===== src/rtl/sram_arbiter_pkg.sv =====
// ---------------------------------------------------------------------------
// sram_arbiter_pkg
//   Shared definitions for the two-port SRAM arbiter: the arbitration FSM
//   state encoding and the read/write encoding used on every rw signal.
// ---------------------------------------------------------------------------
package sram_arbiter_pkg;

  // IDLE     : no transaction; picks a port when any enable is seen
  // GRANT_A/B: memory request in flight for the named port
  // DONE     : port ready held until that port drops its enable
  // RELEASE  : memory enable held low until the memory drops its ready
  typedef enum logic [2:0] {
    IDLE    = 3'd0,
    GRANT_A = 3'd1,
    GRANT_B = 3'd2,
    DONE    = 3'd3,
    RELEASE = 3'd4
  } state_t;

  localparam logic RW_READ  = 1'b0;
  localparam logic RW_WRITE = 1'b1;

endpackage : sram_arbiter_pkg


===== src/rtl/sram_arbiter.sv =====
// ---------------------------------------------------------------------------
// sram_arbiter
//   Arbitrates two request ports (A and B) onto one SRAM-style memory port.
//   Ties are broken round-robin, a wait counter force-completes a stuck
//   memory access, and the memory enable is always dropped between
//   transactions so the memory can rearm.
//
// Parameters
//   TIMEOUT       memory wait cycles before a transaction is force-completed
//   TIMEOUT_DATA  read data returned for a timed-out read
//
// Ports
//   i_clock                       clock, rising edge
//   i_reset                       asynchronous active-high reset
//   i_px_enable                   port request, held until o_px_ready
//   i_px_rw                       0 = read, 1 = write
//   i_px_address / i_px_wdata     byte address / write data
//   o_px_rdata                    registered read data (changes on completion)
//   o_px_ready                    completion, held while i_px_enable stays high
//   o_mem_enable                  memory request
//   o_mem_rw/_address/_wdata      registered copy of the granted request
//   i_mem_rdata / i_mem_ready     memory read data / completion
//   o_timeout                     one-cycle pulse on a forced completion
//   (x = a or b)
// ---------------------------------------------------------------------------
module sram_arbiter
  import sram_arbiter_pkg::*;
#(
  parameter int unsigned TIMEOUT      = 1023,
  parameter logic [31:0] TIMEOUT_DATA = 32'hDEAD_BEEF
) (
  input  logic        i_clock,
  input  logic        i_reset,
  // port A
  input  logic        i_pa_enable,
  input  logic        i_pa_rw,
  input  logic [31:0] i_pa_address,
  input  logic [31:0] i_pa_wdata,
  output logic [31:0] o_pa_rdata,
  output logic        o_pa_ready,
  // port B
  input  logic        i_pb_enable,
  input  logic        i_pb_rw,
  input  logic [31:0] i_pb_address,
  input  logic [31:0] i_pb_wdata,
  output logic [31:0] o_pb_rdata,
  output logic        o_pb_ready,
  // memory
  output logic        o_mem_enable,
  output logic        o_mem_rw,
  output logic [31:0] o_mem_address,
  output logic [31:0] o_mem_wdata,
  input  logic [31:0] i_mem_rdata,
  input  logic        i_mem_ready,
  // status
  output logic        o_timeout
);

  localparam int unsigned CW = $clog2(TIMEOUT + 1);
  // Value the counter holds during the TIMEOUT-th wait cycle.
  localparam logic [CW-1:0] WAIT_LAST = CW'(TIMEOUT - 1);

  state_t        state;
  state_t        state_next;
  logic          last_b;        // 1: port B was granted last (also current owner)
  logic [CW-1:0] wait_count;

  logic          owner_enable;
  logic          grant_a;
  logic          grant_b;
  logic          finish;
  logic          timed_out;
  logic [31:0]   finish_data;

  // The flag only moves on a grant, so while a transaction is in flight or
  // in DONE it names the port being served.
  assign owner_enable = last_b ? i_pb_enable : i_pa_enable;

  // --------------------------------------------------------------------------
  // Next-state and per-cycle strobes
  // --------------------------------------------------------------------------
  always_comb begin
    // NOTE: every output of this block gets a default first, so no path can
    // leave one unassigned and infer a latch.
    state_next = state;
    grant_a    = 1'b0;
    grant_b    = 1'b0;
    finish     = 1'b0;
    timed_out  = 1'b0;

    unique case (state)
      IDLE: begin
        // A wins when alone, or on a tie when B was served last.
        if (i_pa_enable && (!i_pb_enable || last_b)) begin
          grant_a    = 1'b1;
          state_next = GRANT_A;
        end else if (i_pb_enable) begin
          grant_b    = 1'b1;
          state_next = GRANT_B;
        end
      end

      GRANT_A, GRANT_B: begin
        // Abort takes precedence: a port that gave up gets no ready and any
        // result arriving afterwards is ignored.
        if (!owner_enable) begin
          state_next = RELEASE;
        end else if (i_mem_ready) begin
          finish     = 1'b1;
          state_next = DONE;
        end else if (wait_count == WAIT_LAST) begin
          finish     = 1'b1;
          timed_out  = 1'b1;
          state_next = DONE;
        end
      end

      DONE: begin
        if (!owner_enable) state_next = RELEASE;
      end

      RELEASE: begin
        // Wait for the memory to retire its ready before arming it again.
        if (!i_mem_ready) state_next = IDLE;
      end

      default: state_next = IDLE;
    endcase
  end

  assign finish_data = timed_out ? TIMEOUT_DATA : i_mem_rdata;

  // --------------------------------------------------------------------------
  // State register
  // --------------------------------------------------------------------------
  always_ff @(posedge i_clock or posedge i_reset) begin
    // NOTE: state is updated with non-blocking assignments so every register
    // samples pre-edge values regardless of block ordering.
    if (i_reset) state <= IDLE;
    else         state <= state_next;
  end

  // --------------------------------------------------------------------------
  // Datapath registers
  // --------------------------------------------------------------------------
  always_ff @(posedge i_clock or posedge i_reset) begin
    if (i_reset) begin
      last_b        <= 1'b1;
      wait_count    <= '0;
      o_mem_rw      <= RW_READ;
      o_mem_address <= '0;
      o_mem_wdata   <= '0;
      o_pa_rdata    <= '0;
      o_pb_rdata    <= '0;
      o_timeout     <= 1'b0;
    end else begin
      o_timeout <= timed_out;

      if (grant_a) begin
        last_b        <= 1'b0;
        wait_count    <= '0;
        o_mem_rw      <= i_pa_rw;
        o_mem_address <= i_pa_address;
        o_mem_wdata   <= i_pa_wdata;
      end else if (grant_b) begin
        last_b        <= 1'b1;
        wait_count    <= '0;
        o_mem_rw      <= i_pb_rw;
        o_mem_address <= i_pb_address;
        o_mem_wdata   <= i_pb_wdata;
      end else if (o_mem_enable) begin
        wait_count <= wait_count + CW'(1);
      end

      // Read data only moves on a completed read; writes (including
      // timed-out ones) leave it untouched.
      if (finish && (o_mem_rw == RW_READ)) begin
        if (last_b) o_pb_rdata <= finish_data;
        else        o_pa_rdata <= finish_data;
      end
    end
  end

  // --------------------------------------------------------------------------
  // Outputs decoded straight from the state register
  // --------------------------------------------------------------------------
  assign o_mem_enable = (state == GRANT_A) || (state == GRANT_B);
  assign o_pa_ready   = (state == DONE) && !last_b;
  assign o_pb_ready   = (state == DONE) &&  last_b;

endmodule : sram_arbiter


===== config.mk =====
export PLATFORM = sky130hd
export DESIGN_NAME = sram_arbiter
export DESIGN_NICKNAME = d
export VERILOG_FILES = /design/src/rtl/sram_arbiter_pkg.sv /design/src/rtl/sram_arbiter.sv
export SDC_FILE = /design/constraint.sdc
export NUM_CORES = 1
export LEC_CHECK = 0
export BUFFER_PORTS_ARGS = -buffer_cell sky130_fd_sc_hd__buf_4
export CAP_MARGIN = 15
export CORE_MARGIN = 10
export CORE_UTILIZATION = 30
export DETAILED_ROUTE_END_ITERATION = 12
export SLEW_MARGIN = 20
export SYNTH_ARGS = -nofsm -noshare
export SYNTH_HDL_FRONTEND = slang
export SYNTH_SLANG_ARGS = --single-unit

===== constraint.sdc =====
create_clock -name i_clock -period 11.3 [get_ports i_clock]
set_input_delay 0.565 -clock i_clock [delete_from_list [all_inputs] [get_ports i_clock]]
set_output_delay 0.565 -clock i_clock [all_outputs]
set_load 0.02 [all_outputs]

==> metrics.txt <==
number of global-route vias before repair=5510; post-detailed-route count of antenna-violating nets=0; multi-input combinational cell area=2720 sq um; vias per cell=4.546; commonest non-fill, non-tap cells in the layout=303 x buf_4, 143 x dfrtp_1, 73 x nand2_1; Sinks on Clock Net=144; Hold Buf Count CTS=0; FF-to-FF path depth=5; Max Cap Viol=0; fin crit period=2688 ps; Worst VDD drop=0.0001143 V; yosys warns=0; IO buf count=299; commonest non-fill, non-tap cell in the layout=buf_4; # DRC=0; largest family of logic cells by synthesized area=multiplexers; Total GRT Usage=0.1413; CTS root buf=clkbuf_16; initial antenna violation count=0; Synth cell types=48; Tot Pwr=2.705 mW; layout cells sized above 1=0.4817; WP buf/inv=1; HP Class=in2async; # setup viols final=0; # Post-CTS Setup Buffers=0; drt pass-1 iters=5; required time of the worst setup path=11620 ps; Antenna diodes=0; DR vias=5110; fin. max-slew vios=0; fmax=372.0 MHz; max incr delay on CP=740 ps; post_cts resized=0; Nets=1005; CP max-delay cell=nor3_1; RSZ-0062 raised after global routing=false; total gr overflow=0; Worst Setup Start Kind=flip-flop; Die Wd=167.4 um; Skew-Pair Late Insertion Delay=420 ps; final core occ=0.4509; first-pass GRT wire length=31970 um; Post-Place Cell Area=8982 sq um; Fillers=2041; final period utilization=0.2379; Top delay family on crit path=simple AND/OR/NAND/NOR gates; Crit Path Max Fanout=57; Final Hold Vio Count=0; final setup TNS=0 ps; Cells after Synth=552; Finished Cell Area=9569 sq um; sequential cell area=3605 sq um; Synth Area in Compound Gates=0.1076; Post-Synth Simple-Gate Area=0.07799; clock buffer depth=2; routed wire length=20190 um; xor/xnor share of the synthesized area=0.009220; Inst Count DP=1092; FP Rows=53; proportion of synthesized area in mux cells=0.2153; status=finished clean; Synthesized Nets=721; number of flops mapped to enable cells by yosys=0; Slew @ Worst Pin=1009 ps; GP Congestion=0.7257; post-synthesis sequential area ratio=0.5534; crit-path cells=nor3_1 -> nand3_4 -> buf_4 -> mux2i_1 -> o21ai_0; final setup skew=8.169 ps; wire per inst=17.97 um; Crit path depth=5; Post-synth top flop=dfrtp_1; Slew headroom=0.3275; CTS tree=done; Top Ports=300; CP Capture Type=flip-flop; adder-cell share of the synthesized area=0.003842; Iter 0 DRT Violations=295; post-synthesis cell area=6514 sq um; crit path DAT=3010 ps; P_leak=5.004 nW; Crit Path Class=reg2reg; Synth Register Bits=144; largest net degree at the start of global routing=133; Die ar.=28010 sq um; ys async rst share=1.000; Die H=167.4 um; Core ar.=21220 sq um; Clock Pin Slew Worst Setup and Hold Paths=70 ps; H-tree depth=4; initial core utilization=0.3070; dpl hpwl=15060 um; CTS Buf Count=17; final cell count without fillers=1124; Avg Inst Size Synth=11.80 sq um; Area Growth Syn to Fin=46.91%; pwr dens=282.7 nW/um^2
## path summary, 6_finish.rpt
kind / end / startpoint / slack [ps]
max: o_mem_wdata[15] / state[2] / 8610
min: o_pb_rdata[19] / i_reset / 240
max reg2reg: o_mem_wdata[15] / state[2] / 8610
min reg2reg: o_mem_address[20] / o_mem_address[20] / 480
max in group asynchronous: o_pb_rdata[18] / i_reset / 9860
min in group i_clock: o_timeout / i_mem_ready / 360
## worst register-to-register path: stages (launching register included)
cell	delay, ps
dfrtp_1	530
nor3_1	740
nand3_4	310
buf_4	470
mux2i_1	310
o21ai_0	240
## sequential cells by signal (all words and copies together), names as in the netlist
name           count
last_b             1
wait_count        10
o_mem_rw           1
o_pa_rdata        32
o_pb_rdata        32
o_timeout          1
state              3
o_mem_address     32
o_mem_wdata       32
## power by group
group / switching (mW) / total [mW] / internal (mW)
logic: 0.703 / 1.25 / 0.550
registers: 0.141 / 0.895 / 0.755
clock network: 0.241 / 0.557 / 0.316
## per-stage QoR
stage                     hold WS, ps  setup slack, ps
after global placement          461.6             8633
after detailed placement        471.0             8602
after global routing            271.5             8416
after CTS                       247.9             8612
final                           237.5             8612
after floorplan                 460.4             6870
## layer usage
metal | part of all wire | global-route usage
met5 | 0 | 0
met1 | 0.45 | 0.1815
met2 | 0.44 | 0.2080
met4 | 0.017 | 0.04656
met3 | 0.095 | 0.06180
## cells in the mapped netlist (2+ instances only)
master | number | area [sq um]
and3_1 | 2 | 12.51
nor4b_1 | 3 | 26.28
buf_2 | 7 | 35.03
a21boi_0 | 8 | 60.06
inv_1 | 5 | 18.77
buf_4 | 3 | 22.52
nand3_1 | 6 | 30.03
a41oi_1 | 2 | 17.52
o21ai_0 | 67 | 335.3
clkbuf_1 | 26 | 97.59
a21oi_1 | 4 | 20.02
xnor2_1 | 5 | 43.79
mux2_2 | 63 | 709.4
or3_1 | 2 | 12.51
dfrtp_1 | 143 | 3578
mux2_1 | 2 | 22.52
nor2_1 | 9 | 33.78
mux2i_1 | 67 | 670.6
buf_6 | 3 | 33.78
a21o_1 | 24 | 180.2
ha_1 | 2 | 25.02
nand2_1 | 73 | 274.0
## final cells by class
class	instances	share of cell area
sequential	144	0.3767
multi-input combinational	363	0.2843
timing repair buffer	305	0.2401
clock buffer	18	0.04589
tap	275	0.03596
clock inverter	14	0.01464
inverter	5	0.002484
## cell families (layout without fill, tap and decap cells)
| logic type | Yosys count | in the layout |
|---|---|---|
| DFF | 144 | 144 |
| and+or+nand+nor | 107 | 107 |
| adders and majority gates | 2 | 2 |
| AOI/OAI and AO/OA | 116 | 116 |
| muxes | 132 | 132 |
| buffers and inverters | 45 | 342 |
| xor gates and xnor gates | 6 | 6 |
Note: power is estimated with default switching activity, not from simulation.
